### src/rtl/uart_tx_frame.sv
// uart_tx_frame: start bit, 8 data bits LSB-first, optional even parity (UART_TX_PARITY_EN), STOP_BITS stop bits.
// txd is registered and moves together with state; a byte accepted at an edge drives its start bit right after it.
module uart_tx_frame #(
  parameter int CLKS_PER_BIT = 16,
  parameter int STOP_BITS    = 1
) (
  input  logic       clk,
  input  logic       rst,
  input  logic [7:0] data_in,
  input  logic       data_valid,
  output logic       data_ready,
  output logic       txd,
  output logic       busy,
  output logic       tx_done
);

  localparam int            BW        = (CLKS_PER_BIT > 1) ? $clog2(CLKS_PER_BIT) : 1;
  localparam logic [BW-1:0] BAUD_LAST = BW'(CLKS_PER_BIT - 1);
  localparam logic          STOP_LAST = 1'(STOP_BITS - 1);

  typedef enum logic [2:0] {
    IDLE,
    START,
    DATA,
    STOP
`ifdef UART_TX_PARITY_EN
    , PARITY
`endif
  } state_t;

  state_t        state, state_n;
  logic [BW-1:0] baud_cnt, baud_n;
  logic [2:0]    bit_idx, bit_n;
  logic          stop_idx, stop_n;
  logic [7:0]    shift_reg, shift_n;
  logic          txd_q, txd_n;
  logic          rdy_en;
`ifdef UART_TX_PARITY_EN
  logic          parity_q, parity_n;
`endif

  logic baud_wrap;
  logic accept;

  assign baud_wrap  = (baud_cnt == BAUD_LAST);
  assign tx_done    = (state == STOP) && baud_wrap && (stop_idx == STOP_LAST);
  // rdy_en keeps data_ready low until the first edge after reset release
  assign data_ready = ((state == IDLE) && rdy_en) || tx_done;
  assign accept     = data_valid && data_ready;
  assign busy       = (state != IDLE);
  assign txd        = txd_q;

  always_comb begin
    state_n  = state;
    baud_n   = baud_cnt;
    bit_n    = bit_idx;
    stop_n   = stop_idx;
    shift_n  = shift_reg;
    txd_n    = txd_q;
`ifdef UART_TX_PARITY_EN
    parity_n = parity_q;
`endif

    if (state != IDLE) begin
      baud_n = baud_wrap ? '0 : baud_cnt + BW'(1);
    end

    case (state)
      IDLE: begin
        txd_n = 1'b1;
      end
      START: begin
        if (baud_wrap) begin
          state_n = DATA;
          bit_n   = '0;
          txd_n   = shift_reg[0];
        end
      end
      DATA: begin
        if (baud_wrap) begin
          shift_n = {1'b0, shift_reg[7:1]};
          if (bit_idx == 3'd7) begin
`ifdef UART_TX_PARITY_EN
            state_n = PARITY;
            txd_n   = parity_q;
`else
            state_n = STOP;
            stop_n  = 1'b0;
            txd_n   = 1'b1;
`endif
          end else begin
            bit_n = bit_idx + 3'd1;
            txd_n = shift_reg[1];
          end
        end
      end
`ifdef UART_TX_PARITY_EN
      PARITY: begin
        if (baud_wrap) begin
          state_n = STOP;
          stop_n  = 1'b0;
          txd_n   = 1'b1;
        end
      end
`endif
      STOP: begin
        txd_n = 1'b1;
        if (baud_wrap) begin
          if (tx_done) begin
            state_n = IDLE;
          end else begin
            stop_n = stop_idx + 1'b1;
          end
        end
      end
      default: begin
        state_n = IDLE;
        txd_n   = 1'b1;
      end
    endcase

    // Acceptance is only possible in IDLE or on the tx_done cycle, so it
    // overrides whatever the case above chose and gives a gapless restart.
    if (accept) begin
      state_n  = START;
      baud_n   = '0;
      shift_n  = data_in;
      txd_n    = 1'b0;
`ifdef UART_TX_PARITY_EN
      parity_n = ^data_in;
`endif
    end
  end

  always_ff @(posedge clk or negedge rst) begin
    if (!rst) begin
      state     <= IDLE;
      baud_cnt  <= '0;
      bit_idx   <= '0;
      stop_idx  <= 1'b0;
      shift_reg <= '0;
      txd_q     <= 1'b1;
      rdy_en    <= 1'b0;
`ifdef UART_TX_PARITY_EN
      parity_q  <= 1'b0;
`endif
    end else begin
      state     <= state_n;
      baud_cnt  <= baud_n;
      bit_idx   <= bit_n;
      stop_idx  <= stop_n;
      shift_reg <= shift_n;
      txd_q     <= txd_n;
      rdy_en    <= 1'b1;
`ifdef UART_TX_PARITY_EN
      parity_q  <= parity_n;
`endif
    end
  end

endmodule

### config.mk
export PLATFORM = sky130hd
export DESIGN_NAME = uart_tx_frame
export DESIGN_NICKNAME = d
export VERILOG_FILES = /design/src/rtl/uart_tx_frame.sv
export SDC_FILE = /design/constraint.sdc
export NUM_CORES = 1
export LEC_CHECK = 0
export BUFFER_PORTS_ARGS = -buffer_cell sky130_fd_sc_hd__buf_2
export CORE_MARGIN = 2
export CORE_UTILIZATION = 52
export CTS_BUF_LIST = sky130_fd_sc_hd__clkbuf_8 sky130_fd_sc_hd__clkbuf_16
export DETAILED_ROUTE_END_ITERATION = 7
export PLACE_DENSITY_LB_ADDON = 0.1
export SETUP_SLACK_MARGIN = 0.5
export SLEW_MARGIN = 30
export SYNTH_ARGS = -nofsm -noshare
export SYNTH_HDL_FRONTEND = slang
export SYNTH_SLANG_ARGS = --single-unit
### constraint.sdc
create_clock -name clk -period 5.2 [get_ports clk]
set_input_delay 0 -clock clk [delete_from_list [all_inputs] [get_ports clk]]
set_output_delay 0 -clock clk [all_outputs]
set_load 0.02 [all_outputs]
==> summary.md <==
| Metric | Value |
|---|---|
| Slew margin rel. | 45.6% |
| R2R cell count | 5 |
| Dpl hpwl | 1510 um |
| FP Rows | 16 |
| Switch Pwr | 0.0569 mW |
| Hold Crit Depth | 4 |
| Die area | 0.00254 mm^2 |
| Post-CTS setup buffer count | 0 |
| RSZ-0062 raised after global routing | no |
| Skew final | 0.00271 ns |
| DIE WIDTH | 50.4 um |
| Comb power frac | 4.2% |
| CTS Buffer Depth | 2 |
| Port Buf Inserts | 14 |
| CTS buffer count | 3 |
| Setup TNS | 0 ns |
| Reg2reg end | state[1] |
| Worst vdd ir | 0.217 mV |
| Post-cts sizing count | 0 |
| Final setup viols | 0 |
| Leading cell type in the layout, fill and taps excluded | dfrtp_1 |
| Power Internal | 0.230 mW |
| Final period util | 38.9% |
| Fin nets | 152 |
| Mapped cell area | 0.00112 mm^2 |
| Global Route Usage Sum | 20.8% |
| Lkg Pwr | 0.659 nW |
| Largest register FFs | 8 |
| Worst r2r src | baud_cnt[0] |
| Reg2reg setup slack | 3.18 ns |
| Final-report max-slew violation count | 0 |
| Final Non-Filler Cells | 160 |
| Clk sink count | 20 |
| Crit end category | register |
| Status | finished clean |
| CP arrival | 2.14 ns |
| Core footprint | 0.00200 mm^2 |
| Starting Density | 56.0% |
| Total Wirelength | 2210 um |
| Routed Antenna Nets | 0 |
| Syn nets | 128 |
| Critical setup path kind | register to register |
| Cts hold-fix bufs | 9 |
| CTS root buf | clkbuf_8 |
| Worst Hold End | txd |
| Clock group share of total power | 41.5% |
| Synthesized flop and latch total | 20 |
| TritonCTS clock tree | built |
| Most frequent cells in the layout | dfrtp_1, nand2_1, buf_2 |
| Pwr/cell area | 215 mW/mm^2 |
| EDFF count, synth | 0 |
| Die H | 50.4 um |
| Max-Cap Viols | 0 |
| Vias in the first global route | 906 |
| Hold path startpoint | data_valid |
| Minimum clock period | 2.02 ns |
| Crit-path max FO | 24 |
| Max H-tree Level | 1 |
| Area growth syn-to-layout | 19.4% |
| Mapped Cells | 110 |
| Layout cells sized above 1 | 24.8% |
| Worst-skew pair later-pin latency | 0.26 ns |
| # IOs | 15 |
| DR DRC count | 0 |
| Router iterations before antenna repair | 4 |
| Seq/Total Area, Yosys | 44.8% |
| Hold Path Class | primary input to register |
| Clk slew on worst S/H paths | 0.07 ns |
| Largest net degree at the start of global routing | 25 |
| Global-route wire length before repair | 3990 um |
| Critical Path Source Type | register |
| Hold Violations, Final | 0 |
| Overflow after GRT | 0 |
| Synthesis Warnings | 0 |
| Unique masters post-synth | 38 |
| Wire per inst | 13.8 um |
| Initial drt markers | 14 |
| Switch share | 19.8% |
| Initial antenna violation count | 0 |
| N_diodes | 0 |
| Flop pwr share | 54.3% |
| Via count | 878 |
| Worst EP required | 5.31 ns |
| Drt via density | 5.49 |
| Ys flop type | dfrtp_1 |
| Synthesized area per cell | 10.2 um^2 |
| Async S/R FF share, synth | 100% |
| Achievable frequency | 494 MHz |
| Placed Cells | 147 |
| Routability cong. | 0.785 |
| Slew at the pin with the worst max-slew slack | 0.815 ns |
==> power groups by stage <==
stage	registers [mW]	clock network, mW	logic (mW)
final	0.156	0.119	0.0121
after global routing	0.156	0.128	0.0135
after CTS	0.156	0.123	0.0122
after detailed placement	0.159	0	0.00697
after global placement	0.159	0	0.00693
after floorplan	0.159	0	0.000152
==> cell usage after synthesis, drive strengths merged, types with 2 or more instances <==
library cell | n | area share (%)
dfrtp | 19 | 42
nor2b | 2 | 1.3
inv | 4 | 1.3
a22o | 4 | 3.5
o21ai | 14 | 6.9
nand2 | 17 | 5.9
mux2i | 9 | 8.0
nor2 | 5 | 1.7
ha | 7 | 7.8
a21oi | 5 | 2.6
nand3 | 3 | 1.8
buf | 4 | 2.8
==> routing by layer <==
metal  GRT usage (%)  routed length, um  vias up
met5               0                  0        -
met4            6.76                 38        0
met3            3.87                 81        4
met2            34.6               1110       20
met1            27.4                981      420
li1                -                  -      434
==> metrics by stage <==
step / power, mW / utilization, % / hold WS, ns / setup slack (ns) / instance area [um^2]
after floorplan: 0.159 / - / -0.296 / 3.58 / 1120
final: 0.287 / 66.9 / 0.203 / 3.18 / 1340
after CTS: 0.291 / 66.9 / 0.183 / 3.19 / 1340
after global routing: 0.298 / 66.9 / 0.267 / 2.99 / 1340
after detailed placement: 0.166 / 59.6 / -0.0230 / 3.20 / 1190
after global placement: 0.166 / 59.6 / -0.0258 / 3.27 / 1190
==> worst max path at each step <==
stage,to,slack (ns),startpoint,cells past startpoint
final,state[1],3.18,baud_cnt[0],5
after global routing,state[1],2.99,baud_cnt[0],5
after CTS,state[1],3.19,baud_cnt[0],5
after detailed placement,state[1],3.20,baud_cnt[0],5
after global placement,state[1],3.27,baud_cnt[0],5
after floorplan,data_ready,3.58,baud_cnt[0],4
==> logic make-up after synthesis <==
| kind of cell | share of synthesized area (%) |
|---|---|
| XOR/XNOR | 0.781 |
| flip-flops | 44.8 |
| other | 0.335 |
| buffers and inverters | 4.13 |
| adder cells (fa/ha/maj) | 7.81 |
| AO/OA/AOI/OAI | 18.8 |
| AND/OR/NAND/NOR | 14.4 |
| multiplexers | 9.04 |
==> worst max-delay path: stages (launching register included) <==
cell     delay [ns]
dfrtp_1        0.41
ha_1           0.24
nand3_2        0.19
o21ai_2        0.71
o22a_2         0.25
o32ai_1        0.08
==> area by class of cell <==
| type | instances | area (um^2) |
|---|---|---|
| clock buffer | 4 | 55.1 |
| fill | 156 | 663 |
| inverter | 4 | 15.0 |
| multi-input combinational | 82 | 573 |
| sequential | 20 | 502 |
| tap | 27 | 33.8 |
| timing repair buffer | 23 | 160 |
Note: power is estimated with default switching activity, not from simulation.
